===== config.mk =====
export PLATFORM = sky130hd
export DESIGN_NAME = dac_update_ctrl
export DESIGN_NICKNAME = d
export VERILOG_FILES = /design/src/rtl/dac_update_ctrl.sv
export SDC_FILE = /design/constraint.sdc
export NUM_CORES = 1
export LEC_CHECK = 0
export ABC_AREA = 1
export CORE_MARGIN = 2
export CORE_UTILIZATION = 56
export CTS_BUF_LIST = sky130_fd_sc_hd__clkbuf_2 sky130_fd_sc_hd__clkbuf_4 sky130_fd_sc_hd__clkbuf_8
export CTS_CLUSTER_SIZE = 40
export DETAILED_ROUTE_END_ITERATION = 12
export GPL_ROUTABILITY_DRIVEN = 0
export PLACE_DENSITY = 0.86
export SLEW_MARGIN = 20
export SYNTH_ARGS = -nofsm -noshare
export SYNTH_HDL_FRONTEND = slang
export SYNTH_SLANG_ARGS = --single-unit

===== constraint.sdc =====
create_clock -name clk_clk -period 6.7 [get_ports clk_clk]
set_clock_uncertainty 0.15 [all_clocks]
set_input_delay 1.005 -clock clk_clk [delete_from_list [all_inputs] [get_ports clk_clk]]
set_output_delay 1.005 -clock clk_clk [all_outputs]
set_load 0.02 [all_outputs]

===== src/rtl/dac_update_ctrl.sv =====
// rtl/dac_update_ctrl.sv - DAC shadow registers, SPI frame flush engine, LDAC strobe and OE register
module dac_update_ctrl #(
  parameter int          N_CH      = 4,
  parameter int          DATA_W    = 16,
  parameter logic [3:0]  WRITE_CMD = 4'h3,
  parameter int          SCLK_DIV  = 4,
  parameter int          LDAC_W    = 2,
  parameter int          OE_W      = 32,
  localparam int         CH_W      = (N_CH > 1) ? $clog2(N_CH) : 1
) (
  input  logic              clk_clk,
  input  logic              reset_reset,
  input  logic              wr_en,
  input  logic [CH_W-1:0]   wr_ch,
  input  logic [DATA_W-1:0] wr_data,
  input  logic              update,
  input  logic              ldac_mode,
  input  logic              oe_wr,
  input  logic [OE_W-1:0]   oe_data,
  output logic              busy,
  output logic              done,
  output logic              spi_sclk,
  output logic              spi_mosi,
  output logic              spi_ss_n,
  output logic              ldac_n_export,
  output logic [OE_W-1:0]   oe_export
);

  localparam int FRAME_W = 8 + DATA_W;
  localparam int BIT_W   = $clog2(FRAME_W);
  localparam int CNT_MAX = (SCLK_DIV > LDAC_W) ? SCLK_DIV : LDAC_W;
  localparam int CNT_W   = $clog2(CNT_MAX + 1);

  typedef enum logic [2:0] {
    S_IDLE, S_SCAN, S_LOAD, S_SHIFT, S_GAP, S_LDAC, S_FIN
  } state_t;

  state_t               r_state;
  state_t               w_next;
  logic [DATA_W-1:0]    r_shadow [N_CH];
  logic [N_CH-1:0]      r_dirty;
  logic [CH_W-1:0]      r_sel;
  logic [FRAME_W-1:0]   r_frame;
  logic [BIT_W-1:0]     r_bit;
  logic [CNT_W-1:0]     r_cnt;
  logic                 r_pending;
  logic                 r_mode;
  logic                 r_sent;
  logic                 r_sclk;
  logic                 r_mosi;
  logic                 r_ss_n;
  logic                 r_ldac_n;
  logic [OE_W-1:0]      r_oe;

  logic [CH_W-1:0]      w_sel;
  logic                 w_any;
  logic                 w_wr_ok;
  logic                 w_tick;
  logic                 w_last_fall;
  logic [FRAME_W-1:0]   w_frame;

  assign w_wr_ok     = wr_en && (int'(wr_ch) < N_CH);
  assign w_tick      = (r_state == S_SHIFT) && (r_cnt == CNT_W'(SCLK_DIV - 1));
  assign w_last_fall = w_tick && r_sclk && (r_bit == BIT_W'(FRAME_W - 1));
  assign w_frame     = {WRITE_CMD, 4'(r_sel), r_shadow[r_sel]};

  // Lowest-index dirty channel wins the next frame slot
  always_comb begin
    w_sel = '0;
    w_any = 1'b0;
    for (int i = N_CH - 1; i >= 0; i--) begin
      if (r_dirty[i]) begin
        w_sel = CH_W'(i);
        w_any = 1'b1;
      end
    end
  end

  // State register
  always_ff @(posedge clk_clk or posedge reset_reset) begin
    if (reset_reset) r_state <= S_IDLE;
    else             r_state <= w_next;
  end

  // Next-state logic
  always_comb begin
    w_next = r_state;
    case (r_state)
      S_IDLE:  if (update || r_pending) w_next = S_SCAN;
      S_SCAN:  w_next = w_any ? S_LOAD : (r_sent ? S_LDAC : S_FIN);
      S_LOAD:  w_next = S_SHIFT;
      S_SHIFT: if (w_last_fall) w_next = S_GAP;
      S_GAP:   if (r_cnt == CNT_W'(SCLK_DIV - 1)) w_next = r_mode ? S_LDAC : S_SCAN;
      S_LDAC:  if (r_cnt == CNT_W'(LDAC_W - 1)) w_next = (r_mode && w_any) ? S_SCAN : S_FIN;
      S_FIN:   w_next = S_IDLE;
      default: w_next = S_IDLE;
    endcase
  end

  // Status outputs decoded from state; FIN still counts as busy
  always_comb begin
    busy = (r_state != S_IDLE);
    done = (r_state == S_FIN);
  end

  // Datapath: shadow/dirty bookkeeping, frame shifter, phase counter, LDAC and OE registers
  always_ff @(posedge clk_clk or posedge reset_reset) begin
    if (reset_reset) begin
      for (int i = 0; i < N_CH; i++) r_shadow[i] <= '0;
      r_dirty   <= '0;
      r_sel     <= '0;
      r_frame   <= '0;
      r_bit     <= '0;
      r_cnt     <= '0;
      r_pending <= 1'b0;
      r_mode    <= 1'b0;
      r_sent    <= 1'b0;
      r_sclk    <= 1'b0;
      r_mosi    <= 1'b0;
      r_ss_n    <= 1'b1;
      r_ldac_n  <= 1'b1;
      r_oe      <= '0;
    end else begin
      r_cnt    <= ((w_next != r_state) || w_tick) ? '0 : r_cnt + CNT_W'(1);
      r_ldac_n <= (w_next != S_LDAC);
      r_pending <= (r_state == S_IDLE) ? 1'b0 : (r_pending || update);

      if ((r_state == S_IDLE) && (w_next == S_SCAN)) begin
        r_mode <= ldac_mode;
        r_sent <= 1'b0;
      end

      if ((r_state == S_SCAN) && w_any) r_sel <= w_sel;

      if (r_state == S_LOAD) begin
        r_frame        <= w_frame;
        r_mosi         <= w_frame[FRAME_W-1];
        r_ss_n         <= 1'b0;
        r_sclk         <= 1'b0;
        r_bit          <= '0;
        r_sent         <= 1'b1;
        r_dirty[r_sel] <= 1'b0;
      end

      if (w_tick) begin
        if (!r_sclk) begin
          r_sclk <= 1'b1;
        end else begin
          r_sclk <= 1'b0;
          if (w_last_fall) begin
            r_ss_n <= 1'b1;
            r_mosi <= 1'b0;
          end else begin
            r_frame <= r_frame << 1;
            r_mosi  <= r_frame[FRAME_W-2];
            r_bit   <= r_bit + BIT_W'(1);
          end
        end
      end

      // A write placed after the LOAD clear so that a same-cycle write keeps the channel dirty
      if (w_wr_ok) begin
        r_shadow[wr_ch] <= wr_data;
        r_dirty[wr_ch]  <= 1'b1;
      end

      if (oe_wr) r_oe <= oe_data;
    end
  end

  assign spi_sclk      = r_sclk;
  assign spi_mosi      = r_mosi;
  assign spi_ss_n      = r_ss_n;
  assign ldac_n_export = r_ldac_n;
  assign oe_export     = r_oe;

endmodule

==> impl_metrics.env <==
export IMPL_cts_resized=0
export IMPL_yosysWarnings=0
export IMPL_track_usage=0.257
export IMPL_die_area_um2=11600
export IMPL_vias_per_cell=5.62
export IMPL_clockPowerShare=0.407
export IMPL_worst_r2r_setup_slack_ns=3.78
export IMPL_irDropWorstVdd_uv=183
export IMPL_diodes=0
export IMPL_worstSetupEndpointType="primary output"
export IMPL_routed_top_layer="met4"
export IMPL_synth_most_common_cell="nand2_1"
export IMPL_postLayoutCoreUtil=0.728
export IMPL_crit_required_ns=5.54
export IMPL_synth_cells=602
export IMPL_grt_pass1_vias=4967
export IMPL_reg2reg_depth=6
export IMPL_crit_slowest_cell="clkdlybuf4s50_1"
export IMPL_p_int_mw=1.59
export IMPL_postRouteAntennaNets=0
export IMPL_clock_sinks=143
export IMPL_die_h_um=108
export IMPL_p_leak_nw=3.48
export IMPL_cts_clk_slew_worst_paths_ns=0.07
export IMPL_synth_area_um2=6030
export IMPL_pin_count=94
export IMPL_grt_max_degree=80
export IMPL_synth_ff_type="dfrtp_1"
export IMPL_cts_hold_repair_buffers=0
export IMPL_postSynthAreaPerCell_um2=10.0
export IMPL_dr_wl_met3_um=700
export IMPL_drv_slew=0
export IMPL_cts_setup_buffers=0
export IMPL_path_class="flip-flop to primary output"
export IMPL_routedLengthMet1_um=5620
export IMPL_antenna_found_initial=0
export IMPL_p_per_area_nw_per_um2=274
export IMPL_place_inst=810
export IMPL_min_path_type="flip-flop to flip-flop"
export IMPL_path_cells="inv_4 > nor3_1 > clkdlybuf4s50_1"
export IMPL_worst_pin_slew_ns=0.947
export IMPL_r2r_end="r_frame[17]"
export IMPL_cp_slowest_stage_delay_ns=0.64
export IMPL_holdPathStages=2
export IMPL_grt_overflow=0
export IMPL_fin_area_um2=7550
export IMPL_nets=753
export IMPL_route_met2_wl_um=7070
export IMPL_design_core_area_um2=10400
export IMPL_max_cap_violations=0
export IMPL_async_flop_share=1.00
export IMPL_ys_ff_latch=143
export IMPL_hold_viol=0
export IMPL_start_kind="flip-flop"
export IMPL_yosysUniqueCellTypes=38
export IMPL_ctsRootBufferMaster="clkbuf_8"
export IMPL_min_to="spi_ss_n"
export IMPL_cts_tree="built"
export IMPL_grt_pass1_wl_um=23200
export IMPL_start_util=0.581
export IMPL_drt_total_wl_um=13700
export IMPL_synthToLayoutAreaGrowth_pct=25.3
export IMPL_syn_nets=662
export IMPL_worst_path_dominant_cell_family="buffers and inverters"
export IMPL_combPwrFrac=0.112
export IMPL_yosysSeqAreaShare=0.594
export IMPL_path_buf_inv=2
export IMPL_synth_top_area_frac=0.585
export IMPL_swShare=0.231
export IMPL_clk_latency_ns=0.43
export IMPL_vias=4729
export IMPL_numCtsBuffers=17
export IMPL_io_buffer_count=93
export IMPL_p_switching_uw=478
export IMPL_fp_dieW_um=108
export IMPL_first_pass_iters=6
export IMPL_drive_above_1_share=0.138
export IMPL_min_period_ns=3.02
export IMPL_whs_ns=0.319
export IMPL_path_max_fanout=7
export IMPL_fin_crit_sh=0.451
export IMPL_core_rowCount=37
export IMPL_fmax_mhz=331
export IMPL_outcome="complete, no violations"
export IMPL_seqPwrFrac=0.481
export IMPL_hold_path_startpoint="spi_ss_n"
export IMPL_synth_common_cells="nand2_1 (152), dfrtp_1 (141), o21ai_0 (70)"
export IMPL_hpwl_um=8630
export IMPL_postPlaceCellArea_um2=7040
export IMPL_regToRegStartpoint="r_state[0]"
export IMPL_setup_viol=0
export IMPL_rsz0062_at_grt="false"
export IMPL_stdcell_count=841
export IMPL_h_tree_depth=4
export IMPL_yosys_top_cells_area="dfrtp_1 (59%), nand2_1 (9.5%), mux2_2 (6.0%)"
export IMPL_routedWlPerCell_um=16.3
export IMPL_arrival_ns=1.87
export IMPL_yosysTopAreaCell="dfrtp_1"
export IMPL_finalSetupTns_ns=0
export IMPL_first_iter_violations=423
export IMPL_synth_edff_count=0
export IMPL_drc=0
export IMPL_ctsLongestPathBuffers=2
export IMPL_relSlewSlack=0.369
==> per-layer routing <==
layer  track usage  vias up
met5             0        -
met4         0.104        0
met3        0.0521       41
met2         0.442      190
met1         0.317     2312
li1              -     2186
==> final cells by class <==
cell class	instances	area [um2]
sequential	143	3580
clock inverter	9	201
clock buffer	22	303
multi-input combinational	384	2130
timing repair buffer	99	976
fill	698	2820
tap	136	170
inverter	48	188
==> how the worst max path moves through the flow <==
stage / slack, ns / endpoint / startpoint / depth (start not counted)
final: 3.68 / done / r_state[2] / 3
after global routing: 3.59 / r_frame[17] / r_state[0] / 6
after CTS: 3.66 / done / r_state[2] / 3
after detailed placement: 3.59 / r_shadow[42] / wr_en / 3
after global placement: 3.68 / r_shadow[23] / reset_reset / 3
after floorplan: 1.71 / oe_export[0] / reset_reset / 1
==> registers in the layout, indices dropped and copies added, names as in the netlist, 2 cells and up <==
register   cells
r_dirty        4
r_state        3
r_shadow      64
r_frame       23
r_bit          5
oe_export     32
r_sel          2
r_cnt          3
==> worst min-delay path, stage by stage (launching register included) <==
cell and delay [ns]:
dfstp_2 0.37, nand2_1 0.05, nand2_1 0.05
==> metrics by stage <==
| stage | worst slack (ns) | total power [mW] |
|---|---|---|
| 2_1_floorplan | 1.71 | 1.13 |
| 3_3_place_gp | 3.68 | 1.23 |
| 3_5_place_dp | 3.59 | 1.24 |
| 4_1_cts | 3.66 | 2.08 |
| 5_1_grt | 3.59 | 2.15 |
| 6_report | 3.68 | 2.07 |
==> power groups by stage <==
| stage | registers, mW | logic, mW | clock network, mW |
|---|---|---|---|
| 2_1_floorplan | 1.02 | 0.107 | 0 |
| 5_1_grt | 1.01 | 0.258 | 0.886 |
| 3_5_place_dp | 1.01 | 0.232 | 0 |
| 3_3_place_gp | 1.00 | 0.223 | 0 |
| 6_report | 0.998 | 0.231 | 0.844 |
| 4_1_cts | 0.996 | 0.234 | 0.849 |
==> cells by family after synthesis <==
kind of cell,share of synthesized area
muxes,0.0598
adders and majority gates,0.00830
DFF,0.594
and+or+nand+nor,0.167
xor gates and xnor gates,0.00291
AOI/OAI and AO/OA,0.115
buffers and inverters,0.0525
==> placed cells by master (no fill, tap or decap), types with 3 or more instances in the layout <==
cell             instances
a21oi_1                  4
a22oi_1                 14
buf_4                    6
bufinv_16                6
clkbuf_8                22
clkdlybuf4s50_1         93
dfrtp_1                141
ha_1                     4
inv_1                   43
inv_2                    3
mux2_2                  32
nand2_1                152
nand3_1                 17
nand3_2                  5
nand4_1                 11
nor2_1                  33
nor2_2                   4
o21ai_0                 70
o221a_2                  5
o22ai_1                 12
(Power assumes the default switching activity.)
